### src/rtl/spi_master_multi.sv
// -----------------------------------------------------------------------------
// spi_master_multi
//   Parametrised SPI master. Serialises a DATA_W-bit word MSB first to one of
//   N_SLAVES chip selects and returns the word captured on miso. It supports
//   all four SPI modes (CPOL/CPHA) and has a programmable sclk divider
//   (CLK_DIV clk cycles per sclk half-period).
//
//   Optional feature macro: SPI_MASTER_LOOPBACK_EN
//     When this macro is defined, the module has an extra `loopback` input.
//     If loopback=1 at accept, the receive shift register samples the
//     internal mosi instead of miso, and every chip select stays high for
//     that transfer.
//
// Ports
//   clk       in   1         system clock, everything on posedge
//   rst_n     in   1         asynchronous active-low reset
//   tx_data   in   DATA_W    word to send, MSB first
//   tx_slave  in   SEL_W     target slave index (>= N_SLAVES: no cs asserted)
//   tx_valid  in   1         request valid
//   tx_ready  out  1         master idle
//   rx_data   out  DATA_W    received word, held until the next rx_valid
//   rx_valid  out  1         one-cycle pulse, rx_data updated
//   sclk      out  1         SPI clock (flop driven)
//   mosi      out  1         serial data out (flop driven)
//   miso      in   1         serial data in
//   cs_n      out  N_SLAVES  active-low chip selects (flop driven)
//   loopback  in   1         only with SPI_MASTER_LOOPBACK_EN
//
// Request handshake: a request is accepted on a clk edge where
//   tx_valid & tx_ready. tx_data, tx_slave (and loopback) are latched at that
//   edge, and tx_ready stays low until the transfer has completed. Inputs are
//   ignored while tx_ready is low.
// -----------------------------------------------------------------------------
module spi_master_multi #(
    parameter int  DATA_W   = 8,
    parameter int  N_SLAVES = 2,
    parameter int  CLK_DIV  = 2,
    parameter bit  CPOL     = 1'b0,
    parameter bit  CPHA     = 1'b0,
    localparam int SEL_W    = (N_SLAVES > 1) ? $clog2(N_SLAVES) : 1
) (
    input  logic                clk,
    input  logic                rst_n,
    input  logic [DATA_W-1:0]   tx_data,
    input  logic [SEL_W-1:0]    tx_slave,
    input  logic                tx_valid,
    output logic                tx_ready,
    output logic [DATA_W-1:0]   rx_data,
    output logic                rx_valid,
    output logic                sclk,
    output logic                mosi,
    input  logic                miso,
`ifdef SPI_MASTER_LOOPBACK_EN
    input  logic                loopback,
`endif
    output logic [N_SLAVES-1:0] cs_n
);

    localparam int DIV_W  = (CLK_DIV > 1) ? $clog2(CLK_DIV) : 1;
    localparam int EDGE_W = $clog2(2 * DATA_W + 1);

    localparam logic [DIV_W-1:0]  DIV_LAST  = DIV_W'(CLK_DIV - 1);
    // Index of the final sclk edge, and the count reached after it.
    localparam logic [EDGE_W-1:0] EDGE_LAST = EDGE_W'(2 * DATA_W - 1);
    localparam logic [EDGE_W-1:0] EDGE_END  = EDGE_W'(2 * DATA_W);

    typedef enum logic [1:0] {
        IDLE  = 2'd0,
        SETUP = 2'd1,
        SHIFT = 2'd2,
        HOLD  = 2'd3
    } state_t;

    state_t              state_q, state_d;
    logic [DIV_W-1:0]    div_q, div_d;
    logic [EDGE_W-1:0]   edge_q, edge_d;
    logic                sclk_q, sclk_d;
    logic                mosi_q, mosi_d;
    logic [N_SLAVES-1:0] cs_n_q, cs_n_d;
    logic [DATA_W-1:0]   tx_sr_q, tx_sr_d;
    logic [DATA_W-1:0]   rx_sr_q, rx_sr_d;
    logic [DATA_W-1:0]   rx_data_q, rx_data_d;
    logic                rx_valid_q, rx_valid_d;
    logic                lb_q, lb_d;

    logic                div_done;
    logic                do_edge;
    logic [EDGE_W-1:0]   edge_idx;
    logic                sample_edge;
    logic                shift_edge;
    logic                miso_eff;
    logic                lb_req;
    logic [N_SLAVES-1:0] cs_sel;

`ifdef SPI_MASTER_LOOPBACK_EN
    assign lb_req = loopback;
`else
    assign lb_req = 1'b0;
`endif

    // In loopback, the word just driven on mosi is what gets captured.
    assign miso_eff = lb_q ? mosi_q : miso;

    // Decode the requested slave. An index beyond N_SLAVES leaves all high.
    always_comb begin
        cs_sel = '1;
        for (int i = 0; i < N_SLAVES; i++) begin
            cs_sel[i] = (tx_slave != SEL_W'(i));
        end
    end

    // Even edge indices are leading edges. CPHA=0 samples on leading edges,
    // CPHA=1 samples on trailing edges. With CPHA=0 the MSB is already on mosi
    // from accept, so the final trailing edge has nothing left to present.
    assign sample_edge = (edge_idx[0] == CPHA);
    assign shift_edge  = CPHA ? ~edge_idx[0]
                              : (edge_idx[0] && (edge_idx != EDGE_LAST));

    always_comb begin
        state_d    = state_q;
        div_d      = div_q;
        edge_d     = edge_q;
        sclk_d     = sclk_q;
        mosi_d     = mosi_q;
        cs_n_d     = cs_n_q;
        tx_sr_d    = tx_sr_q;
        rx_sr_d    = rx_sr_q;
        rx_data_d  = rx_data_q;
        rx_valid_d = 1'b0;
        lb_d       = lb_q;
        div_done   = (div_q == DIV_LAST);
        do_edge    = 1'b0;
        edge_idx   = edge_q;

        case (state_q)
            IDLE: begin
                if (tx_valid) begin
                    state_d = SETUP;
                    div_d   = '0;
                    edge_d  = '0;
                    lb_d    = lb_req;
                    cs_n_d  = lb_req ? '1 : cs_sel;
                    if (CPHA) begin
                        tx_sr_d = tx_data;
                    end else begin
                        mosi_d  = tx_data[DATA_W-1];
                        tx_sr_d = {tx_data[DATA_W-2:0], 1'b0};
                    end
                end
            end
            SETUP: begin
                if (div_done) begin
                    div_d    = '0;
                    do_edge  = 1'b1;
                    edge_idx = '0;
                    edge_d   = EDGE_W'(1);
                    state_d  = SHIFT;
                end else begin
                    div_d = div_q + DIV_W'(1);
                end
            end
            SHIFT: begin
                if (div_done) begin
                    div_d = '0;
                    // One idle half-period follows the last edge before HOLD.
                    if (edge_q == EDGE_END) begin
                        edge_d  = '0;
                        state_d = HOLD;
                    end else begin
                        do_edge = 1'b1;
                        edge_d  = edge_q + EDGE_W'(1);
                    end
                end else begin
                    div_d = div_q + DIV_W'(1);
                end
            end
            HOLD: begin
                if (div_done) begin
                    div_d      = '0;
                    state_d    = IDLE;
                    cs_n_d     = '1;
                    rx_data_d  = rx_sr_q;
                    rx_valid_d = 1'b1;
                end else begin
                    div_d = div_q + DIV_W'(1);
                end
            end
            default: state_d = IDLE;
        endcase

        if (do_edge) begin
            sclk_d = ~sclk_q;
            if (sample_edge) begin
                rx_sr_d = {rx_sr_q[DATA_W-2:0], miso_eff};
            end
            if (shift_edge) begin
                mosi_d  = tx_sr_q[DATA_W-1];
                tx_sr_d = {tx_sr_q[DATA_W-2:0], 1'b0};
            end
        end
    end

    always_ff @(posedge clk or negedge rst_n) begin
        if (!rst_n) begin
            state_q    <= IDLE;
            div_q      <= '0;
            edge_q     <= '0;
            sclk_q     <= CPOL;
            mosi_q     <= 1'b0;
            cs_n_q     <= '1;
            tx_sr_q    <= '0;
            rx_sr_q    <= '0;
            rx_data_q  <= '0;
            rx_valid_q <= 1'b0;
            lb_q       <= 1'b0;
        end else begin
            state_q    <= state_d;
            div_q      <= div_d;
            edge_q     <= edge_d;
            sclk_q     <= sclk_d;
            mosi_q     <= mosi_d;
            cs_n_q     <= cs_n_d;
            tx_sr_q    <= tx_sr_d;
            rx_sr_q    <= rx_sr_d;
            rx_data_q  <= rx_data_d;
            rx_valid_q <= rx_valid_d;
            lb_q       <= lb_d;
        end
    end

    assign tx_ready = (state_q == IDLE);
    assign rx_data  = rx_data_q;
    assign rx_valid = rx_valid_q;
    assign sclk     = sclk_q;
    assign mosi     = mosi_q;
    assign cs_n     = cs_n_q;

endmodule

### config.mk
export PLATFORM = sky130hd
export DESIGN_NAME = spi_master_multi
export DESIGN_NICKNAME = d
export VERILOG_FILES = /design/src/rtl/spi_master_multi.sv
export SDC_FILE = /design/constraint.sdc
export NUM_CORES = 1
export LEC_CHECK = 0
export BUFFER_PORTS_ARGS = -buffer_cell sky130_fd_sc_hd__buf_4
export CAP_MARGIN = 20
export CORE_ASPECT_RATIO = 0.7
export CORE_UTILIZATION = 35
export DETAILED_ROUTE_END_ITERATION = 12
export GPL_TIMING_DRIVEN = 0
export RECOVER_POWER = 25
export SYNTH_ARGS = -nofsm -noshare
export SYNTH_HDL_FRONTEND = slang
export SYNTH_SLANG_ARGS = --single-unit
export TNS_END_PERCENT = 50
### constraint.sdc
create_clock -name clk -period 2.2 [get_ports clk]
set_input_delay 0.66 -clock clk [delete_from_list [all_inputs] [get_ports clk]]
set_output_delay 0.66 -clock clk [all_outputs]
set_load 0.05 [all_outputs]
==> results by group, run 1 <==
Layout
  • Layout Utilization: 0.451
  • Design Area, Final: 0.00216 mm2
  • Final non-filler cell total: 251
  • Layout fillers: 465
  • Layout cell share with drive strength beyond 1: 0.357
  • Most common cell after layout, fill and taps aside: dfrtp_1
  • Highest-count cells in the layout ignoring fill and taps: 35 x dfrtp_1, 28 x buf_4, 16 x mux2_2
  • Final net count: 200
  • Inserted Diodes: 0
  • P&R area growth vs syn: 24.0%

Floorplan
  • # rows: 21
  • I/O pin count: 27
  • Die W: 86.3 um
  • Core area: 0.00478 mm2
  • Die footprint: 0.00526 mm2
  • Die Ht: 61 um
  • Initial core utilization: 0.364

Synthesis
  • Syn_area_per_cell: 12.0 um2
  • Cell variety after synth: 36
  • Ys Warns: 0
  • Syn Nets: 164
  • Prevailing post-synth register cell: dfrtp_1
  • Syn Inst Count: 145
  • Post-synth EDFFs: 0
  • Ys async rst share: 1.00
  • Mapped Area: 0.00174 mm2
  • #FFs+latches synth: 37
  • Post-synthesis sequential area ratio: 0.533

STA
  • Total negative slack: 0 ps
  • Period utilisation layout: 0.895
  • Worst Slack Setup Final: 231 ps
  • Worst-Margin Slew: 935 ps
  • Min Tclk post-route: 1970 ps
  • RSZ-0062 raised after global routing: false
  • Final setup viols: 0
  • Hold slack: 484 ps
  • Slew margin rel.: 0.377
  • Final hold violations: 0
  • Final setup skew: 8.37 ps
  • Fmax: 508 MHz
  • Slew Limit Fails: 0

Detailed routing
  • Starting DRC count in detailed routing: 45
  • Routed length per instance: 13.8 um
  • DR pass1 iterations: 5
  • DRC viols: 0
  • Final wirelength: 3450 um
  • Via Count: 1220
  • Remaining antenna violation count after routing: 0
  • Vias per inst: 4.86

CTS
  • CTS tree: built
  • Worst-path clk slew: 70 ps
  • Clk Latency, worst-skew pair: 290 ps
  • Clk sinks: 37
  • Root Buffer: clkbuf_8
  • H-tree depth: 2
  • Num CTS Buffers: 5
  • Max clock buf depth: 2
  • Hold Buf Count CTS: 0

GRT
  • Met3 Use GR: 0.0490
  • Global route overflow: 0
  • GRT busiest layer: met2
  • Pin count of the biggest net entering global routing: 38
  • GRT Total Usage: 0.144
  • First-pass GRT wire length: 5640 um
  • Met1 Usage GRT: 0.172
  • GR met2 Demand/Resource: 0.252
  • Antenna violations before repair: 0
  • Number of global-route vias before repair: 1180

Placed design
  • DP Area: 0.00202 mm2
  • Dpl ws: 63.6 ps
  • # port buffers: 26
  • GP Congestion: 0.744
  • DPL Wire Length: 2510 um
  • Placed insts: 240

Critical path
  • Crit start category: register
  • CP Launch Point: edge_q[0]
  • Reg2reg start: edge_q[0]
  • Critical path fanouts, max: 5
  • Worst path required time: 2370 ps
  • CP Capture Type: register
  • CP Data Arrival Time: 2140 ps
  • Setup CP Type: register to register

Pwr
  • Final Total Pwr: 3.59 mW
  • Clk network pwr share: 0.164
  • Combinational Power Share: 0.502
  • Net switching power: 1.52 mW
  • Pint: 2.07 mW
  • Peak supply drop: 988 uV
  • Pleak: 1.02 nW
  • Register share of total power: 0.334
  • Sw frac: 0.424
  • P per Cell Area: 1660 mW/mm2

Flow run
  • Max-cap violations: 0

Run status
  • Status: finished, final reports clean

Hold path
  • Min-delay worst type: register to register
  • HP Start: sclk
routing by layer:
metal / up-vias / part of all wire
li1: 584 / -
met1: 611 / 0.46
met2: 23 / 0.49
met3: 2 / 0.045
met4: 0 / 0.0026
met5: - / 0
cells by family (layout without fill, tap and decap cells):
kind of cell    Yosys count  in the layout  synth area share
xor+xnor                  1              1           0.00503
buf+inv                  12             49            0.0309
mux                      26             26             0.164
flops                    37             37             0.533
fa+ha+maj                 6              6            0.0431
compound gates           25             25            0.0949
simple gates             38             38             0.129
power groups by stage:
stage	registers (mW)	clock network, mW	logic, mW
5_1_grt	1.24	0.645	1.94
3_5_place_dp	1.21	0	1.81
6_report	1.20	0.588	1.80
4_1_cts	1.20	0.610	1.81
2_1_floorplan	1.56	0	0.971
3_3_place_gp	1.18	0	1.73
worst max-delay path: stages (launching register included):
cell and delay (ps):
dfrtp_1 410, inv_1 120, ha_1 220, nand4bb_4 160, and2_4 200, a2111oi_4 400
mux2_4 340
cells in the mapped netlist (2+ instances only):
library cell / count / area, um2
nand4_1: 4 / 25.0
o21ai_0: 5 / 25.0
nand3_1: 2 / 10.0
nand2b_1: 2 / 12.5
clkbuf_1: 2 / 7.51
mux2i_1: 9 / 90.1
nand2_1: 7 / 26.3
dfstp_2: 2 / 52.6
ha_1: 6 / 75.1
mux2_2: 16 / 180
o22ai_1: 3 / 18.8
nor2_1: 12 / 45.0
a21oi_1: 11 / 55.1
inv_1: 8 / 30.0
dfrtp_1: 35 / 876
final cells by class:
cell class                      count  area [um2]  area share
Sequential cell                    37         928       0.430
Multi-Input combinational cell     96         758       0.351
Timing Repair Buffer               29         215      0.0997
Tap cell                           69        86.3      0.0400
Clock buffer                        5        68.8      0.0319
Clock inverter                      3        46.3      0.0214
Inverter                            8        30.0      0.0139
Buffer                              4        25.0      0.0116
path summary, 6_finish.rpt:
check | slack (ps) | depth (start not counted) | to
max | 230 | 6 | state_q[1]
min | 480 | 1 | sclk
max reg2reg | 230 | 6 | state_q[1]
min reg2reg | 480 | 1 | sclk
max in group asynchronous | 1120 | 1 | rx_sr_q[3]
min in group asynchronous | 490 | 1 | sclk
registers in the layout, indices dropped and copies added, names as in the netlist:
| signal | flops |
|---|---|
| edge_q | 5 |
| state_q | 2 |
| rx_valid | 1 |
| mosi | 1 |
| sclk | 1 |
| rx_data | 8 |
| tx_sr_q | 8 |
| cs_n | 2 |
| rx_sr_q | 8 |
| div_done | 1 |
timing repair:
item | 4_1_cts | 5_1_grt
gates resized for setup | 0 | 2
setup buffers | 0 | 3
setup endpoints to repair | 0 | 4
(Power assumes the default switching activity.)
==> run 2: changes to the inputs <==
CORE_ASPECT_RATIO = 1.2   (was 0.7)
==> run 2 against run 1 <==
  * Worst hold slack got worse by 3.3 ps
  * Critical endpoint unchanged
  * Largest power group unchanged
  * Sequential share of layout area increased by 0.25 points
  * Fmax decreased by 0.14%
  * Critical path type unchanged
==> results by group, run 2 (synthesized netlist as in run 1, its figures left out) <==
Critical path
  • CP Launch Point: edge_q[0]
  • Critical R2R Capture: state_q[1]
  • Reg2reg start: edge_q[0]
  • Setup CP Type: register to register
  • Worst R2R Path Depth: 6
  • Setup crit end: state_q[1]
  • Critical path fanouts, max: 5
  • Worst path required time: 2370 ps
  • R2r setup slk: 230 ps
  • CP Data Arrival Time: 2150 ps
  • CP Capture Type: register
  • Crit start category: register

Detailed routing
  • Via Count: 1248
  • Remaining antenna violation count after routing: 0
  • Starting DRC count in detailed routing: 50
  • DR pass1 iterations: 4
  • DRC viols: 0
  • Final wirelength: 3570 um
  • Vias per inst: 5.20
  • Routed length per instance: 14.9 um

CTS
  • Worst-path clk slew: 70 ps
  • Num CTS Buffers: 5
  • Clk sinks: 37
  • Max clock buf depth: 2
  • H-tree depth: 2
  • Root Buffer: clkbuf_8
  • CTS tree: built
  • Clk Latency, worst-skew pair: 290 ps

Floorplan
  • Core area: 0.00470 mm2
  • # rows: 27
  • I/O pin count: 27
  • Die footprint: 0.00526 mm2
  • Initial core utilization: 0.371
  • Die Ht: 79.2 um
  • Die W: 66.4 um

Pwr
  • Clk network pwr share: 0.169
  • Pleak: 1.02 nW
  • Net switching power: 1.49 mW
  • Peak supply drop: 850 uV
  • Pint: 2.10 mW
  • Combinational Power Share: 0.498
  • P per Cell Area: 1670 mW/mm2
  • Sw frac: 0.416
  • Register share of total power: 0.333

STA
  • Slew margin rel.: 0.395
  • Fmax: 507 MHz
  • Final setup viols: 0
  • Slew Limit Fails: 0
  • Worst-Margin Slew: 908 ps
  • Total negative slack: 0 ps
  • Min Tclk post-route: 1970 ps
  • Final setup skew: 6.67 ps
  • RSZ-0062 raised after global routing: false
  • Final hold violations: 0
  • Period utilisation layout: 0.896

Placed design
  • GP Congestion: 0.770
  • DPL Wire Length: 2500 um
  • # port buffers: 26
  • DP Area: 0.00201 mm2

GRT
  • Antenna violations before repair: 0
  • Global route overflow: 0
  • First-pass GRT wire length: 5770 um
  • Pin count of the biggest net entering global routing: 38
  • Number of global-route vias before repair: 1299
  • GRT Total Usage: 0.146

Hold path
  • Worst Hold Depth: 1
  • Min-delay worst type: register to register
  • HP Start: sclk

Layout
  • P&R area growth vs syn: 23.3%
  • Highest-count cells in the layout ignoring fill and taps: 35 x dfrtp_1, 28 x buf_4, 16 x mux2_2
  • Layout cell share with drive strength beyond 1: 0.352
  • Footprint of the multi-input gates: 758 um2
  • Register Area: 928 um2
  • Design Area, Final: 0.00215 mm2
  • Most common cell after layout, fill and taps aside: dfrtp_1
  • Final net count: 200
  • Inserted Diodes: 0
  • Layout fillers: 419

Flow run
  • Max-cap violations: 0

Run status
  • Status: finished, final reports clean
[run 2: critical path, cell delays in order, from the launching register on]
cell       delay, ps
dfrtp_1          410
inv_1            120
ha_1             220
nand4bb_4        160
and2_4           210
a2111oi_4        410
mux2_4           330
[run 2: power groups by stage]
stage               clock [mW]  combinational [mW]  sequential [mW]
global placement             0                1.73             1.19
CTS                      0.623                1.80             1.20
detailed placement           0                1.80             1.21
finish                   0.608                1.79             1.19
floorplan                    0               0.971             1.56
global route             0.649                1.92             1.24
[run 2: per-layer routing]
metal | vias to the layer above | wire [um] | track usage
li1 | 584 | - | -
met1 | 622 | 1430 | 0.166
met2 | 35 | 1920 | 0.251
met3 | 7 | 155 | 0.0474
met4 | 0 | 59 | 0.0511
met5 | - | 0 | 0
[run 2: how the worst min path moves through the flow]
stage / endpoint / slack, ps
after global placement: sclk / 470
final: sclk / 480
after CTS: rx_data[5] / 340
after floorplan: div_done / 360
after detailed placement: sclk / 470
after global routing: sclk / 510
[run 2: per-stage QoR]
step | setup slack, ps | util | cells | total power [mW] | hold slack, ps
after floorplan | 174 | - | 145 | 2.54 | 364
after global placement | 205 | 0.428 | 229 | 2.92 | 470
after detailed placement | 99.0 | 0.428 | 229 | 3.01 | 469
after CTS | 91.1 | 0.452 | 237 | 3.62 | 337
after global routing | 139 | 0.457 | 240 | 3.81 | 506
final | 228 | 0.457 | 240 | 3.59 | 480
[run 2: cell type report]
type | count | area share
clock inverter | 1 | 0.0140
timing repair buffer | 29 | 0.100
sequential | 37 | 0.433
buffer | 4 | 0.0117
clock buffer | 7 | 0.0402
inverter | 8 | 0.0140
multi-input combinational | 96 | 0.353
tap | 58 | 0.0338
[run 2: what timing repair did]
item,CTS,global route
buffers inserted,0,3
endpoints found under the setup margin,0,8
resized for setup,0,2
hold buffers,0,0
==> run 3: changes to the inputs <==
--- a/config.mk
+++ b/config.mk
@@ -11,2 +11,3 @@
 export CORE_UTILIZATION = 35
+export CTS_CLUSTER_SIZE = 24
 export DETAILED_ROUTE_END_ITERATION = 12
==> constraint.sdc (replaced) <==
create_clock -name clk -period 2.2 [get_ports clk]
set_input_delay 0.11 -clock clk [delete_from_list [all_inputs] [get_ports clk]]
set_output_delay 0.11 -clock clk [all_outputs]
set_load 0.05 [all_outputs]
==> run 3 against run 2 <==
  * Clock-buffer cell count is the same
  * Critical endpoint unchanged
  * Final cell count grew 0.42%
  * Highest routed layer unchanged
  * Die area is the same
  * Combinational power is essentially flat
  * Routed wire length shrank 0.11%
  * Critical path depth is the same
  * Non-clock buffer count grew 1
==> results by group, run 3 (synthesized netlist as in run 1, its figures left out) <==
Pwr
  • Peak supply drop: 850 uV
  • Pint: 2.10 mW
  • Combinational Power Share: 0.497
  • Clk network pwr share: 0.170
  • Register share of total power: 0.332
  • Net switching power: 1.50 mW
  • P per Cell Area: 1670 mW/mm2
  • Sw frac: 0.416
  • Pleak: 1.03 nW

GRT
  • Antenna violations before repair: 0
  • Number of global-route vias before repair: 1311
  • First-pass GRT wire length: 5800 um
  • Global route overflow: 0
  • GRT Total Usage: 0.146
  • Pin count of the biggest net entering global routing: 38

Floorplan
  • Die W: 66.4 um
  • Die footprint: 0.00526 mm2
  • # rows: 27
  • Initial core utilization: 0.371
  • Core area: 0.00470 mm2
  • Die Ht: 79.2 um
  • I/O pin count: 27

Critical path
  • CP Data Arrival Time: 2140 ps
  • R2r setup slk: 230 ps
  • Setup CP Type: register to register
  • Worst path required time: 2380 ps
  • CP Capture Type: register
  • Crit start category: register
  • Critical path fanouts, max: 5

Layout
  • Most common cell after layout, fill and taps aside: dfrtp_1
  • Highest-count cells in the layout ignoring fill and taps: 35 x dfrtp_1, 28 x buf_4, 16 x mux2_2
  • Layout cell share with drive strength beyond 1: 0.350
  • Layout Utilization: 0.459
  • Final net count: 201
  • P&R area growth vs syn: 23.9%
  • Inserted Diodes: 0

CTS
  • Max clock buf depth: 2
  • Clk sinks: 37
  • H-tree depth: 2
  • CTS tree: built
  • Worst-path clk slew: 70 ps
  • Clk Latency, worst-skew pair: 290 ps
  • Num CTS Buffers: 5
  • Root Buffer: clkbuf_8

Detailed routing
  • Vias per inst: 5.20
  • Routed length per instance: 14.8 um
  • DRC viols: 0
  • DR pass1 iterations: 4
  • Starting DRC count in detailed routing: 48
  • Remaining antenna violation count after routing: 0
  • Via Count: 1253
  • Final wirelength: 3560 um

Placed design
  • DPL Wire Length: 2500 um
  • GP Congestion: 0.770
  • # port buffers: 26

STA
  • Slew margin rel.: 0.400
  • Final setup skew: 10.9 ps
  • RSZ-0062 raised after global routing: false
  • Min Tclk post-route: 1970 ps
  • Final hold violations: 0
  • Period utilisation layout: 0.894
  • Fmax: 508 MHz
  • Worst-Margin Slew: 900 ps
  • Slew Limit Fails: 0
  • Total negative slack: 0 ps
  • Final setup viols: 0

Hold path
  • Min-delay worst type: primary input to register

Run status
  • Status: finished, final reports clean

Flow run
  • Max-cap violations: 0
==> run 3: changes by cell type in the layout (fill, tap and decap cells not counted), sizes merged <==
| cell | change |
|---|---|
| dlygate4sd3 | +1 |
==> run 3: metrics by stage <==
stage	setup WS, ps	hold WS, ps	cell area, um2	power (mW)	std cells
2_1_floorplan	174	-186	1740	2.54	145
3_3_place_gp	205	90.4	2010	2.92	229
3_5_place_dp	99.0	104	2010	3.01	229
4_1_cts	91.1	59.8	2130	3.62	238
5_1_grt	139	54.5	2160	3.81	241
6_report	233	61.4	2160	3.59	241
==> run 3: power groups by stage <==
stage / sequential, mW / clock (mW) / combinational (mW)
after floorplan: 1.56 / 0 / 0.971
after global placement: 1.19 / 0 / 1.73
after detailed placement: 1.21 / 0 / 1.80
after CTS: 1.20 / 0.623 / 1.80
after global routing: 1.24 / 0.649 / 1.92
final: 1.19 / 0.613 / 1.79
==> run 3: worst paths after layout <==
path                       startpoint          to  depth (start not counted)
min in group asynchronous       rst_n   edge_q[4]                          2
setup reg to reg            edge_q[0]  state_q[1]                          6
max in group asynchronous       rst_n  state_q[0]                          2
hold / removal                   miso  rx_sr_q[0]                          2
hold reg to reg                  sclk        sclk                          1
setup / recovery            edge_q[0]  state_q[1]                          6
==> run 3: cell type report <==
class	count	area, um2
Tap cell	58	72.6
Fill cell	420	2540
Clock inverter	1	30.0
Clock buffer	7	86.3
Sequential cell	37	928
Inverter	8	30.0
Buffer	4	25.0
Multi-Input combinational cell	96	758
Timing Repair Buffer	30	225
==> run 3: per-layer routing <==
layer | up-vias | global-route usage | wire length (um)
met3 | 9 | 0.0474 | 153
met1 | 623 | 0.166 | 1420
met5 | - | 0 | 0
met4 | 0 | 0.0511 | 65
li1 | 583 | - | -
met2 | 38 | 0.253 | 1920
==> run 3: timing repair <==
item	CTS	global route
hold buffers	1	0
buffers inserted	0	3
hold endpoints to repair	35	0
setup endpoints to repair	0	8
gates resized for setup	0	2
==> run 3: worst max-delay path, stage by stage (launching register included) <==
cell and delay [ps]:
dfrtp_1 410, inv_1 110, ha_1 220, nand4bb_4 160, and2_4 210, a2111oi_4 410, mux2_4 330
